**src/rtl/pipe_series_ctrl.sv**
```systemverilog
// pipe_series_ctrl
// Batches up to DEPTH operands through an external 3-cycle series pipeline.
// Pass 0 issues the operands straight from the input handshake. Each later
// pass recirculates the captured partial results with the next coefficient
// select. After the last pass, results are presented in order on the output
// handshake.
module pipe_series_ctrl #(
  parameter int PASSES = 2,
  parameter int DEPTH  = 4
) (
  input  logic        clk,
  input  logic        rst_n,
  // operand input
  input  logic        in_valid,
  output logic        in_ready,
  input  logic [31:0] in_x,
  input  logic        in_last,
  // result output
  output logic        out_valid,
  input  logic        out_ready,
  output logic [31:0] out_sum,
  output logic        out_ovf,
  output logic        out_last,
  // towards the series pipeline
  output logic [31:0] pipe_x,
  output logic [31:0] pipe_num,
  output logic [31:0] pipe_sum,
  output logic        pipe_addr,
  output logic        pipe_sel_sum,
  // from the series pipeline
  input  logic [31:0] pipe_out_x,
  input  logic [31:0] pipe_out_num,
  input  logic [31:0] pipe_out_sum,
  input  logic        pipe_ovf
);

  localparam int IW  = $clog2(DEPTH);      // entry index width
  localparam int NW  = $clog2(DEPTH + 1);  // entry count width
  localparam int LAT = 3;                  // pipeline latency in cycles

  typedef enum logic [2:0] {
    IDLE,
    FILL,
    DRAIN,
    RECIRC,
    OUTPUT
  } state_t;

  state_t           state;
  logic             pass;        // current pass number
  logic [NW-1:0]    n_q;         // operands in the current batch
  logic [IW-1:0]    idx;         // recirculation / output entry pointer
  logic             addr_q;      // last coefficient select driven

  // in-flight tags, one slot per pipeline register stage
  logic [LAT-1:0]   tag_v;
  logic [IW-1:0]    tag_e [LAT];

  // per-entry result buffer
  logic [31:0]      buf_x   [DEPTH];
  logic [31:0]      buf_num [DEPTH];
  logic [31:0]      buf_sum [DEPTH];
  logic [DEPTH-1:0] ovf;

  logic             accept;
  logic             rc_issue;
  logic             issue;
  logic [IW-1:0]    issue_tag;
  logic             last_idx;
  logic             capture;
  logic [IW-1:0]    cap_tag;

  // handshake and issue decode
  assign in_ready  = rst_n && ((state == IDLE) || (state == FILL));
  assign accept    = in_valid && in_ready;
  assign rc_issue  = (state == RECIRC);
  assign issue     = accept || rc_issue;
  assign issue_tag = rc_issue ? idx : n_q[IW-1:0];
  assign last_idx  = ({1'b0, idx} == (n_q - NW'(1)));
  assign capture   = tag_v[LAT-1];
  assign cap_tag   = tag_e[LAT-1];

  // result presentation straight from the buffer entry under the pointer
  assign out_valid = (state == OUTPUT);
  assign out_sum   = out_valid ? buf_sum[idx] : '0;
  assign out_ovf   = out_valid && ovf[idx];
  assign out_last  = out_valid && last_idx;

  // pipeline input mux: fresh operand, recirculated entry, or idle zeros
  always_comb begin
    // NOTE: every output of a combinational block gets a default first, so no
    // path leaves it unassigned and no latch is inferred.
    pipe_x       = '0;
    pipe_num     = '0;
    pipe_sum     = '0;
    pipe_sel_sum = 1'b0;
    pipe_addr    = addr_q;
    if (accept) begin
      pipe_x    = in_x;
      pipe_num  = in_x;
      pipe_addr = 1'b0;
    end else if (rc_issue) begin
      pipe_x       = buf_x[idx];
      pipe_num     = buf_num[idx];
      pipe_sum     = buf_sum[idx];
      pipe_sel_sum = 1'b1;
      pipe_addr    = pass;
    end
  end

  // batch sequencing: fill, drain, recirculate, output
  always_ff @(posedge clk or negedge rst_n) begin
    // NOTE: state registers use non-blocking assignments so every flop samples
    // pre-edge values, independent of statement and block ordering.
    if (!rst_n) begin
      state <= IDLE;
      pass  <= 1'b0;
      n_q   <= '0;
      idx   <= '0;
    end else begin
      case (state)
        IDLE, FILL: begin
          if (accept) begin
            n_q <= n_q + NW'(1);
            if (in_last || (n_q == NW'(DEPTH - 1))) state <= DRAIN;
            else                                   state <= FILL;
          end
        end
        DRAIN: begin
          // the oldest slot is captured this cycle, so only the younger two
          // have to be empty before the next phase may start
          if (!tag_v[0] && !tag_v[1]) begin
            idx <= '0;
            if ((int'(pass) + 1) < PASSES) begin
              pass  <= pass + 1'b1;
              state <= RECIRC;
            end else begin
              state <= OUTPUT;
            end
          end
        end
        RECIRC: begin
          if (last_idx) begin
            idx   <= '0;
            state <= DRAIN;
          end else begin
            idx <= idx + IW'(1);
          end
        end
        OUTPUT: begin
          if (out_ready) begin
            if (last_idx) begin
              state <= IDLE;
              pass  <= 1'b0;
              n_q   <= '0;
              idx   <= '0;
            end else begin
              idx <= idx + IW'(1);
            end
          end
        end
        default: state <= IDLE;
      endcase
    end
  end

  // in-flight tag shift register and held coefficient select
  always_ff @(posedge clk or negedge rst_n) begin
    if (!rst_n) begin
      tag_v  <= '0;
      addr_q <= 1'b0;
      for (int i = 0; i < LAT; i++) tag_e[i] <= '0;
    end else begin
      tag_v    <= {tag_v[LAT-2:0], issue};
      tag_e[0] <= issue_tag;
      for (int i = 1; i < LAT; i++) tag_e[i] <= tag_e[i-1];
      addr_q   <= pipe_addr;
    end
  end

  // result capture into the entry named by the emerging tag
  always_ff @(posedge clk) begin
    // NOTE: the buffer is a plain storage array with no reset; every entry is
    // written by pass 0 before anything reads it.
    if (capture) begin
      buf_x[cap_tag]   <= pipe_out_x;
      buf_num[cap_tag] <= pipe_out_num;
      buf_sum[cap_tag] <= pipe_out_sum;
    end
  end

  // sticky overflow, restarted by the pass-0 capture of each entry
  always_ff @(posedge clk or negedge rst_n) begin
    if (!rst_n) begin
      ovf <= '0;
    end else if (capture) begin
      ovf[cap_tag] <= ((pass == 1'b0) ? 1'b0 : ovf[cap_tag]) | pipe_ovf;
    end
  end

endmodule
```
**config.mk**
```make
export PLATFORM = sky130hd
export DESIGN_NAME = pipe_series_ctrl
export DESIGN_NICKNAME = d
export VERILOG_FILES = /design/src/rtl/pipe_series_ctrl.sv
export SDC_FILE = /design/constraint.sdc
export NUM_CORES = 1
export LEC_CHECK = 0
export CAP_MARGIN = 30
export CORE_MARGIN = 10
export CORE_UTILIZATION = 25
export DETAILED_ROUTE_END_ITERATION = 6
export PLACE_DENSITY = 0.45
export SLEW_MARGIN = 20
export SYNTH_ARGS = -nofsm -noshare
export SYNTH_HDL_FRONTEND = slang
export SYNTH_SLANG_ARGS = --single-unit
```
**constraint.sdc**
```tcl
create_clock -name clk -period 9.75 [get_ports clk]
set_input_delay 1.95 -clock clk [delete_from_list [all_inputs] [get_ports clk]]
set_output_delay 1.95 -clock clk [all_outputs]
set_load 0.01 [all_outputs]
```
==> flow_summary.toml, run 1 <==
[outcome]
status = "finished clean"

[clocking]
clk_latency_ns = 0.56
root_buffer = "clkbuf_16"
clk_pin_slew_worst_paths_ns = 0.05
cts_setup_buffers = 0
clk_path_buf_depth = 3
cts_max_level = 2
cts_made_buffers = 47
cts-resized-gates = 0
hold_buffers = 0
cts_tree = "built"
cts_sinks = 407

[global_route]
grt_pass1_vias = 8984
grt_use_met1_pct = 14.38
grt_pass1_wl_um = 61520
overflow = 0
busiest_layer = "met2"
antenna_found_initial = 8
grt_usage_pct = 11.04
met2_usage_pct = 17.19
grt_use_met3_pct = 4.148
grt_max_degree = 59

[critical_path]
required_ns = 7.80
cp_slowest_cell = "buf_4"
cp.arrival_ns = 4.93
crit_family = "buffers and inverters"
slowest_delay_ns = 0.62
r2r_start = "cap_tag[0]$_DFF_PN0_"
worst-path-buf-inv = 4
cp-start-kind = "primary input"
worstSetupPathType = "primary input to primary output"
critPathMaxFanout = 50
end_kind = "primary output"
cp.depth = 7
r2r_cells = 4
setup.worst_path.start = "rst_n"
cp_cell_sequence = "clkdlybuf4s50_1 -> buf_4 -> nand3b_1 -> nor2_4 -> buf_4 -> a22o_1 -> clkdlybuf4s50_1"

[sta]
finClkSkew_ns = 0.01328
finalHoldViolCount = 0
slew_viol_final = 0
setup-violations-final = 0
rsz0062_at_grt = "no"
fin_tns_setup_ns = 0
fmax_mhz = 145.3
period_share_pct = 70.61
period_needed_ns = 6.885
tightest_slew_ns = 0.8958
holdWs_ns = 0.3476
relSlewSlack_pct = 40.28

[layout]
seq_area_um2 = 12110
final_nets = 1183
fillers = 5996
finish.instance_area_um2 = 21150
syn_to_final_growth_pct = 32.07
layout.cells.non_filler = 1927
fin_util_pct = 33.47
drive_above_1_share_pct = 17.50
multi_input_area_um2 = 3626

[synth]
yosysWarningCount = 0
ys_types = 40
syn-num-nets = 894
synth_top_area_cell = "edfxtp_1"
ys_top_cells_by_area = "edfxtp_1 72%, mux4_2 14%, dfrtp_1 3.6%"
synth-seq-cells = 407
synth_cells = 757
synth.most_common_cell = "edfxtp_1"
netlist.area_leader.share_pct = 72.00
avgSynthCellArea_um2 = 21.16
synthArstFlopShare_pct = 5.651
ys_seq_area_share_pct = 75.59
synth_edf_count = 384
syn_area_um2 = 16020
synth_common_cells = "384 x edfxtp_1, 97 x mux4_2, 66 x and2_1, 64 x a22o_1, 23 x dfrtp_1"
synth_ff_type = "edfxtp_1"

[routing]
ant_nets = 0
routed_wl_um = 42090
vias = 8299
firstDrtPassIters = 4
wire_per_inst_um = 21.84
drc_errors = 0
drt_iter0_markers = 364
viasPerCell = 4.307

[placed_design]
dpl.hpwl_um = 27440
portBuffers = 267
dp.cells = 1842
placed_area_um2 = 19700
place_congestion = 0.7222

[hold_path]
hold_path_class = "flop to flop"
hp-start = "tag_e[2]$_DFF_PN0_"
hold-path-cell-count = 0

[die]
io_pins = 268
design.core.area_um2 = 63200
die_area_um2 = 74590
die_h_um = 273.1
start_util_pct = 25.34
die_w_um = 273.1
num_rows = 92

[power_and_ir_drop]
pwr_density_cell_nw_per_um2 = 233.8
worst_ir_drop_vdd_mv = 0.1498
p_leak_uw = 0.006692

[flow_run]
maxCapViolCount = 0
[power by group]
| group | switching [uW] | internal, uW |
|---|---|---|
| clock | 685 | 961 |
| sequential | 96.7 | 2160 |
| combinational | 533 | 509 |
| total | 1310 | 3630 |
[metal layers]
| metal | routed length [um] | vias up |
|---|---|---|
| li1 | - | 3718 |
| met5 | 78 | - |
| met4 | 704 | 12 |
| met1 | 18560 | 4259 |
| met2 | 19090 | 249 |
| met3 | 3659 | 61 |
[cells by family (layout without fill, tap and decap cells)]
logic type	count (synthesis)	after routing	synth area share, %
simple gates	109	109	3.945
flops	407	407	75.59
mux	100	100	13.84
compound gates	84	84	4.258
fa+ha+maj	3	3	0.2344
other cells	0	1	0
buf+inv	51	374	1.961
xor+xnor	3	3	0.1641
[state kept, by name, summed over array words and instances, names as in the netlist]
register and count:
idx 2, buf_sum 128, n_q 3, addr_q 1
ovf 4, pass 1, buf_x 128, state 3
tag_v 3, cap_tag 2, tag_e 4, buf_num 128
[cell usage in the layout, fill, tap and decap left out, drive strengths merged, types with 5 or more instances in the layout]
cell / n
edfxtp: 384
clkdlybuf4s50: 267
mux4: 97
and2: 66
a22o: 64
clkbuf: 55
dfrtp: 23
clkinv: 19
buf: 18
nand2: 16
inv: 10
nor2: 8
o21ai: 7
a21oi: 5
[metrics by stage]
step / setup WS [ns] / total power, uW
2_1_floorplan: 1.550 / 2882
3_3_place_gp: 2.838 / 3352
3_5_place_dp: 2.761 / 3372
4_1_cts: 2.755 / 5054
5_1_grt: 2.612 / 5211
6_report: 2.865 / 4945
[final cells by class]
| type | instances | share of cell area, % |
|---|---|---|
| repair buffers | 285 | 13.68 |
| multi-input cells | 299 | 17.14 |
| inverters | 6 | 0.1301 |
| well taps | 846 | 5.004 |
| clock buffers | 55 | 5.702 |
| clock inverters | 28 | 1.059 |
| flip-flops and latches | 407 | 57.27 |
| diodes | 1 | 0.01183 |
[worst register-to-register path, cell delays in order (launching register included)]
cell	delay, ns
dfrtp_1	0.46
nand2_1	0.12
nor2_4	0.67
buf_4	0.76
buf_4	0.62
[final timing paths]
| check | endpoint | slack [ns] |
|---|---|---|
| worst max-delay path | pipe_x[0] | 2.87 |
| worst min-delay path | cap_tag[0]$_DFF_PN0_ | 0.35 |
| worst max register to register | buf_x[1][9]$_DFFE_PP_ | 6.74 |
| worst min register to register | cap_tag[0]$_DFF_PN0_ | 0.35 |
| max in group asynchronous | idx[0]$_DFFE_PN0P_ | 7.71 |
| min in group asynchronous | ovf[3]$_DFFE_PN0P_ | 1.76 |
No activity file was read; power rests on OpenSTA's default activity.
==> run 2: changes to the inputs <==
- clock period: 9.75 -> 7.2 ns (I/O delays scaled with it)
==> flow_summary.toml, run 2 (synthesized netlist as in run 1, its figures left out) <==
[outcome]
status = "finished clean"

[critical_path]
required_ns = 5.76
worstSetupPathType = "primary input to primary output"
cp-start-kind = "primary input"
end_kind = "primary output"
r2r_slack_ns = 4.60
critPathMaxFanout = 24
cp.arrival_ns = 3.62
r2r_cells = 3

[layout]
multi_input_area_um2 = 3632
fin_util_pct = 33.43
drive_above_1_share_pct = 17.41
reg_top3 = "buf_num (128), buf_sum (128), buf_x (128)"
final_cell_mix = "384 x edfxtp_1, 267 x clkdlybuf4s50_1, 97 x mux4_2"
diodes = 0
fillers = 6023
finish.instance_area_um2 = 21130
final_nets = 1176
seq_area_um2 = 12110
syn_to_final_growth_pct = 31.91
layout_commonest_cell = "edfxtp_1"

[sta]
period_needed_ns = 5.065
rsz0062_at_grt = "no"
period_share_pct = 70.34
finalHoldViolCount = 0
slew_viol_final = 0
fmax_mhz = 197.4
relSlewSlack_pct = 36.34
finClkSkew_ns = 0.01752
tightest_slew_ns = 0.9549
fin_tns_setup_ns = 0
setup-violations-final = 0

[clocking]
clk_latency_ns = 0.57
clk_path_buf_depth = 3
cts_setup_buffers = 0
hold_buffers = 0
cts-resized-gates = 0
cts_max_level = 2
cts_tree = "built"
cts_made_buffers = 46
root_buffer = "clkbuf_16"
clk_pin_slew_worst_paths_ns = 0.06
cts_sinks = 407

[hold_path]
hold-path-cell-count = 0
hold_path_class = "flop to flop"

[global_route]
grt_max_degree = 85
overflow = 0
grt_pass1_wl_um = 61040
grt_pass1_vias = 8953
antenna_found_initial = 6
grt_usage_pct = 10.83

[routing]
drc_errors = 0
drt_iter0_markers = 426
firstDrtPassIters = 6
viasPerCell = 4.332
ant_nets = 0
vias = 8317
wire_per_inst_um = 21.48
routed_wl_um = 41240

[power_and_ir_drop]
p_leak_uw = 0.006679
worst_ir_drop_vdd_mv = 0.1431
pwr_density_cell_nw_per_um2 = 319.6

[die]
io_pins = 268
die_h_um = 273.1
die_area_um2 = 74590
die_w_um = 273.1
start_util_pct = 25.34
num_rows = 92
design.core.area_um2 = 63200

[placed_design]
place_congestion = 0.6695
dpl.hpwl_um = 25720
placed_area_um2 = 19650
portBuffers = 267

[flow_run]
maxCapViolCount = 0
==> run 2: changes by cell type in the layout (fill, tap and decap cells not counted), sizes merged <==
cell | previous run | this run
clkinv | 19 | 22
inv | 10 | 9
buf | 18 | 12
bufinv | 3 | 5
diode | 1 | 0
clkbuf | 55 | 51
==> run 2: per-stage QoR <==
stage                     instances  hold slack, ns  setup WS [ns]  power (uW)
after global placement         1836          0.3409          2.082        4543
after floorplan                 757          0.3312          2.071        3891
after CTS                      1920          0.3534          2.047        6910
after detailed placement       1837          0.3397          2.053        4555
final                          1920          0.3518          2.135        6751
after global routing           1920          0.3654          1.955        7103
==> run 2: path summary, 6_finish.rpt <==
kind / from / end
max in group asynchronous: rst_n / idx[1]$_DFFE_PN0P_
worst min-delay path: tag_e[3]$_DFF_PN0_ / cap_tag[1]$_DFF_PN0_
worst min register to register: tag_e[3]$_DFF_PN0_ / cap_tag[1]$_DFF_PN0_
min in group asynchronous: rst_n / ovf[0]$_DFFE_PN0P_
worst max register to register: cap_tag[1]$_DFF_PN0_ / buf_x[0][12]$_DFFE_PP_
worst max-delay path: rst_n / pipe_addr
==> run 2: metal layers <==
layer	global-route usage, %	wire length [um]	up-vias
met2	17.22	19270	242
met3	3.319	3012	71
met5	0	79	-
li1	-	-	3701
met1	13.99	18080	4291
met4	3.271	800	12
==> run 2: report_power, final <==
group / switching, uW / leakage [uW] / total [uW] / internal (uW)
logic: 706 / 0.00220 / 1380 / 677
registers: 135 / 0.00376 / 3060 / 2930
clock network: 946 / 0.000726 / 2310 / 1360
total: 1790 / 0.00668 / 6750 / 4960
==> run 2: worst max-delay path, cell delays in order <==
cell             delay, ns
clkdlybuf4s50_1       0.51
buf_4                 0.33
nor3b_1               0.37
nand2_1               0.23
nand3_1               0.14
nand2_1               0.09
clkdlybuf4s50_1       0.50
==> run 2: final cells by class <==
| type | count | area share, % |
|---|---|---|
| multi-input cells | 299 | 17.19 |
| inverters | 6 | 0.1303 |
| repair buffers | 279 | 13.31 |
| well taps | 846 | 5.011 |
| flip-flops and latches | 407 | 57.34 |
| clock buffers | 51 | 5.585 |
| clock inverters | 32 | 1.421 |
